### src/rtl/spi_boot_loader.sv
// spi_boot_loader: post-reset sequencer for the SPI0 flash port.
// Holds the CPU in reset, wakes the flash (0xAB), waits WAKE_CYC clocks with
// chip select high, issues a standard read (0x03 + 24-bit address), then copies
// LEN bytes into RAM through a single-cycle write strobe. It then releases
// cpu_reset and raises done in the same cycle.
//
// SPI is mode 0. SCLK idles low. MOSI changes only together with a falling
// SCLK edge, or when chip select falls. MISO is sampled on the clk edge that
// raises SCLK.
//
// Cycle count with D = CLK_DIV: number the clk rising edges after reset_n
// releases from 1. Edge 1 leaves IDLE. done/cpu_reset change on edge
//   N = 1 + 16*D + WAKE_CYC + 64*D + 16*D*LEN + D
// The fixed pipeline term is 1. The outputs are registered, so done reads 1
// starting in clk cycle N+1 after release.
module spi_boot_loader #(
  parameter int          CLK_DIV    = 2,
  parameter logic [23:0] FLASH_ADDR = 24'h040000,
  parameter logic [15:0] LEN        = 16'd8192,
  parameter logic [15:0] RAM_BASE   = 16'h0000,
  parameter logic [15:0] WAKE_CYC   = 16'd64
) (
  input  logic        clk,
  input  logic        reset_n,
  output logic        spi_sclk,
  output logic        spi_mosi,
  input  logic        spi_miso,
  output logic        spi_cs_n,
  output logic [15:0] ram_addr,
  output logic [7:0]  ram_wdata,
  output logic        ram_we,
  output logic        cpu_reset,
  output logic        done
);

  typedef enum logic [2:0] {IDLE, WAKE, GAP, CMD, DATA, FIN, DONE} state_t;

  // All sequential state lives in one record, so reset and update stay in one place.
  typedef struct packed {
    state_t      state;
    logic [15:0] cnt;       // SCLK half-period divider, GAP timer, FIN timer
    logic        sclk;
    logic        cs_n;
    logic [31:0] tx;        // MSB drives MOSI; zeros shift in behind the data
    logic [6:0]  rx;        // first seven bits of the byte being received
    logic [4:0]  bit_cnt;
    logic [15:0] byte_cnt;
    logic [15:0] ram_addr;
    logic [7:0]  ram_wdata;
    logic        ram_we;
    logic        cpu_reset;
    logic        done;
  } regs_t;

  localparam logic [15:0] DIV_LAST = 16'(CLK_DIV - 1);
  localparam logic [15:0] GAP_LAST = WAKE_CYC - 16'd1;

  localparam regs_t RESET_REGS = '{
    state:     IDLE,
    cnt:       16'd0,
    sclk:      1'b0,
    cs_n:      1'b1,
    tx:        32'd0,
    rx:        7'd0,
    bit_cnt:   5'd0,
    byte_cnt:  16'd0,
    ram_addr:  RAM_BASE,
    ram_wdata: 8'd0,
    ram_we:    1'b0,
    cpu_reset: 1'b1,
    done:      1'b0
  };

  regs_t r, r_d;
  logic  tick;
  logic  last_bit;

  assign tick = (r.cnt == DIV_LAST);

  // Decide whether the falling edge now due ends the current shift phase.
  always_comb begin
    last_bit = 1'b0;
    unique case (r.state)
      WAKE:    last_bit = (r.bit_cnt == 5'd7);
      CMD:     last_bit = (r.bit_cnt == 5'd31);
      DATA:    last_bit = (r.bit_cnt[2:0] == 3'd7) && (r.byte_cnt == LEN);
      default: last_bit = 1'b0;
    endcase
  end

  // Next-state and next-output logic for the whole sequencer.
  always_comb begin
    // NOTE: start from the current register value so that every field is
    // assigned on every path. This means no latch can be inferred.
    r_d        = r;
    r_d.ram_we = 1'b0;
    if (r.ram_we) r_d.ram_addr = r.ram_addr + 16'd1;

    unique case (r.state)
      IDLE: begin
        r_d.state   = WAKE;
        r_d.cs_n    = 1'b0;
        r_d.tx      = {8'hAB, 24'h000000};
        r_d.cnt     = 16'd0;
        r_d.bit_cnt = 5'd0;
      end

      WAKE, CMD, DATA: begin
        r_d.cnt = tick ? 16'd0 : r.cnt + 16'd1;
        if (tick && !r.sclk) begin
          // Rising edge: sample MISO; the 8th sample of a byte triggers the write.
          r_d.sclk = 1'b1;
          if (r.state == DATA) begin
            r_d.rx = {r.rx[5:0], spi_miso};
            if (r.bit_cnt[2:0] == 3'd7) begin
              r_d.ram_we    = 1'b1;
              r_d.ram_wdata = {r.rx, spi_miso};
              r_d.byte_cnt  = r.byte_cnt + 16'd1;
            end
          end
        end else if (tick) begin
          // Falling edge: present the next MOSI bit (zeros once tx is drained).
          r_d.sclk    = 1'b0;
          r_d.bit_cnt = r.bit_cnt + 5'd1;
          r_d.tx      = {r.tx[30:0], 1'b0};
          if (last_bit) begin
            unique case (r.state)
              WAKE: begin
                r_d.state = GAP;
                r_d.cs_n  = 1'b1;
              end
              CMD: begin
                r_d.state   = DATA;
                r_d.bit_cnt = 5'd0;
              end
              default: begin
                r_d.state = FIN;
                r_d.cs_n  = 1'b1;
              end
            endcase
          end
        end
      end

      GAP: begin
        if (r.cnt == GAP_LAST) begin
          r_d.state   = CMD;
          r_d.cs_n    = 1'b0;
          r_d.tx      = {8'h03, FLASH_ADDR};
          r_d.cnt     = 16'd0;
          r_d.bit_cnt = 5'd0;
        end else begin
          r_d.cnt = r.cnt + 16'd1;
        end
      end

      FIN: begin
        if (r.cnt == DIV_LAST) begin
          r_d.state     = DONE;
          r_d.cnt       = 16'd0;
          r_d.cpu_reset = 1'b0;
          r_d.done      = 1'b1;
        end else begin
          r_d.cnt = r.cnt + 16'd1;
        end
      end

      DONE: begin
        r_d.state = DONE;
      end

      default: begin
        r_d = RESET_REGS;
      end
    endcase
  end

  // State register; reset_n aborts any transfer immediately.
  always_ff @(posedge clk or negedge reset_n) begin
    // NOTE: sequential state uses non-blocking assignments, so every register
    // updates from the same pre-edge values.
    if (!reset_n) r <= RESET_REGS;
    else          r <= r_d;
  end

  assign spi_sclk  = r.sclk;
  assign spi_mosi  = r.tx[31];
  assign spi_cs_n  = r.cs_n;
  assign ram_addr  = r.ram_addr;
  assign ram_wdata = r.ram_wdata;
  assign ram_we    = r.ram_we;
  assign cpu_reset = r.cpu_reset;
  assign done      = r.done;

endmodule
### config.mk
export PLATFORM = sky130hd
export DESIGN_NAME = spi_boot_loader
export DESIGN_NICKNAME = d
export VERILOG_FILES = /design/src/rtl/spi_boot_loader.sv
export SDC_FILE = /design/constraint.sdc
export NUM_CORES = 1
export LEC_CHECK = 0
export ABC_AREA = 1
export CAP_MARGIN = 20
export CORE_UTILIZATION = 40
export DETAILED_ROUTE_END_ITERATION = 10
export PLACE_DENSITY = 0.69
export SYNTH_ARGS = -nofsm -noshare
export SYNTH_HDL_FRONTEND = slang
export SYNTH_SLANG_ARGS = --single-unit
### constraint.sdc
create_clock -name clk -period 2.6 [get_ports clk]
set_clock_uncertainty 0.05 [all_clocks]
set_input_delay 0.52 -clock clk [delete_from_list [all_inputs] [get_ports clk]]
set_output_delay 0.52 -clock clk [all_outputs]
set_load 0.01 [all_outputs]
==> impl_metrics.env <==
export IMPL_yosys_warnings=0
export IMPL_gp_congestion=0.876
export IMPL_rr_worst_depth=12
export IMPL_setup_viol_count_final=0
export IMPL_grt_usage_pct=17.4
export IMPL_via_count=4255
export IMPL_required_ns=2.80
export IMPL_clkTransAtPathRegs_ns=0.07
export IMPL_core_rowCount=41
export IMPL_power_density_nw_per_um2=483
export IMPL_fillers=1245
export IMPL_rsz0062_at_grt="false"
export IMPL_clock_sinks=90
export IMPL_syn_num_nets=695
export IMPL_drv_slew=0
export IMPL_drt_wl_total_mm=10.7
export IMPL_initial_core_util_pct=41.1
export IMPL_synth_fa_ha_area_share_pct=2.88
export IMPL_fp_dieW_um=116
export IMPL_diodes=0
export IMPL_post_cts_buffers=0
export IMPL_htree_num_levels=3
export IMPL_synth_most_common_cell="nand2_1"
export IMPL_core_area_um2=12700
export IMPL_synth_top_family_by_area="simple AND/OR/NAND/NOR gates"
export IMPL_cp_arrival_ns=2.54
export IMPL_timing_fmax_ghz=0.428
export IMPL_cp_start_kind="register"
export IMPL_final_util_pct=45.9
export IMPL_ys_seq_elements=90
export IMPL_dr_pass1_iters=4
export IMPL_grt_pass1_vias=3920
export IMPL_postSynthCellCount=680
export IMPL_max_clock_path_buffers=2
export IMPL_reg2reg_to="ram_addr[12]"
export IMPL_ys_top_cells_by_area="dfrtp_1, nand2_1, nand3_1, nor2_1, inv_1"
export IMPL_worst_path_max_fanout=20
export IMPL_synthSimpleGateAreaFrac_pct=30.7
export IMPL_ant_nets=0
export IMPL_yosys_top_cells_count="nand2_1, dfrtp_1, nor2_1"
export IMPL_io_pins=33
export IMPL_dieArea_um2=13500
export IMPL_synth_xor_area_share_pct=3.37
export IMPL_slew_headroom_pct=62.1
export IMPL_avgSynthCellArea_um2=7.65
export IMPL_post_route_drc_count=0
export IMPL_synth_mux_area_share_pct=0
export IMPL_drv_cap=0
export IMPL_layout_drive_gt1_share_pct=7.53
export IMPL_netlist_area_leader_share_pct=42.3
export IMPL_grt_first_pass_wirelength_mm=18.1
export IMPL_vdd_ir_drop_max_v=0.000244
export IMPL_synth_compound_area_share_pct=9.59
export IMPL_r2r_slack_ns=0.26
export IMPL_grt_overflow=0
export IMPL_min_period_ns=2.34
export IMPL_drt_iter0_drc=301
export IMPL_synth_edff_count=0
export IMPL_run_status="complete, no violations"
export IMPL_synth_area_leader_cell="dfrtp_1"
export IMPL_worstReg2RegStart="r[105]"
export IMPL_grt_max_degree=49
export IMPL_synth_distinct_cells=40
export IMPL_endpoint_kind="register"
export IMPL_cts_buffers=9
export IMPL_cts_tree="done"
export IMPL_final_nets=702
export IMPL_synth_flop_cell="dfrtp_1"
export IMPL_fin_crit_sh_pct=90.0
export IMPL_hp_class="input port to async pin"
export IMPL_worstSetupPathType="register to register"
export IMPL_syn_to_final_growth_pct=11.8
export IMPL_portBuffers=32
export IMPL_antenna_found_initial=0
export IMPL_syn_area_um2=5200
export IMPL_clk_latency_ns=0.35
export IMPL_cts_root_buf="clkbuf_16"
export IMPL_hpwl_mm=7.68
export IMPL_worstMarginPinSlew_ns=0.568
export IMPL_ys_seq_area_share_pct=43.3
export IMPL_synthArstFlopShare_pct=100
export IMPL_vias_per_cell=4.93
export IMPL_tns_ns=0
export IMPL_die_h_um=116
export IMPL_wire_per_inst_um=12.4
export IMPL_leakage_uw=0.00260
export IMPL_hold_viol_final=0
flip-flops by register name, indices dropped and copies added, names as in the netlist:
name       count
cpu_reset      1
done           1
ram_addr      16
r             60
spi_mosi       1
ram_we         1
ram_wdata      8
spi_cs_n       1
spi_sclk       1
report_power, final:
part / internal, uW / switching, uW
registers: 1400 / 0
clock network: 840 / 538
logic: 5.39 / 27.3
total: 2250 / 566
cell families (layout without fill, tap and decap cells):
group,count (synthesis),count (layout)
DFF,90,90
buffers and inverters,104,115
xor gates and xnor gates,20,20
and+or+nand+nor,367,367
AOI/OAI and AO/OA,87,87
adders and majority gates,12,12
stage by stage:
step / worst slack, ns / power, uW / hold slack, ns / cells / cell area [um^2]
3_3_place_gp: 0.348 / 1460 / 0.406 / 848 / 5500
2_1_floorplan: 0.737 / 1430 / 0.174 / 680 / 5200
6_report: 0.261 / 2810 / 0.108 / 863 / 5820
5_1_grt: 0.0363 / 2910 / 0.148 / 863 / 5820
3_5_place_dp: 0.212 / 1460 / 0.412 / 848 / 5500
4_1_cts: 0.199 / 2860 / 0.126 / 863 / 5810
routing by layer:
layer	part of all wire, %	up-vias	global-route usage [%]
li1	-	2200	-
met1	49	1981	23.0
met2	46	61	27.3
met3	3.5	13	4.34
met4	1.9	0	7.01
met5	0	-	0
critical path, stage by stage (launching register included):
cell	delay (ns)
dfrtp_1	0.46
inv_1	0.14
ha_1	0.24
nand2_2	0.22
inv_2	0.12
nor2_2	0.20
nand2_4	0.13
nor2_8	0.17
inv_2	0.19
o21ai_2	0.11
o21ai_1	0.08
o21ai_1	0.07
inv_1	0.05
placed cells by master (no fill, tap or decap), drive strengths merged, types with 17 or more instances in the layout:
cell type        n
a21oi           17
clkdlybuf4s50   31
nand2          201
inv             63
xor2            17
nor3            20
nand3           55
dfrtp           88
o21ai           54
nor2            77
worst max path at each step:
| stage | to | slack [ns] | start |
|---|---|---|---|
| detailed placement | r[81] | 0.21 | r[106] |
| global placement | r[83] | 0.35 | r[105] |
| finish | ram_addr[12] | 0.26 | r[105] |
| floorplan | r[30] | 0.74 | r[105] |
| CTS | r[81] | 0.20 | r[106] |
| global route | ram_addr[13] | 0.04 | r[105] |
layout make-up:
type                            count  area [um^2]  share of cell area, %
Sequential cell                    90         2250                   38.8
Inverter                           63          241                   4.15
Tap cell                          172          215                   3.70
Multi-Input combinational cell    486         2430                   41.8
Timing Repair Buffer               37          368                   6.32
Clock inverter                      4         76.3                   1.31
Clock buffer                       11          233                   4.00
what timing repair did:
action / in CTS / in global routing
hold endpoints to repair: 0 / 0
setup endpoints to repair: 0 / 6
resized for setup: 0 / 1
hold buffers: 0 / 0
(Power assumes the default switching activity.)
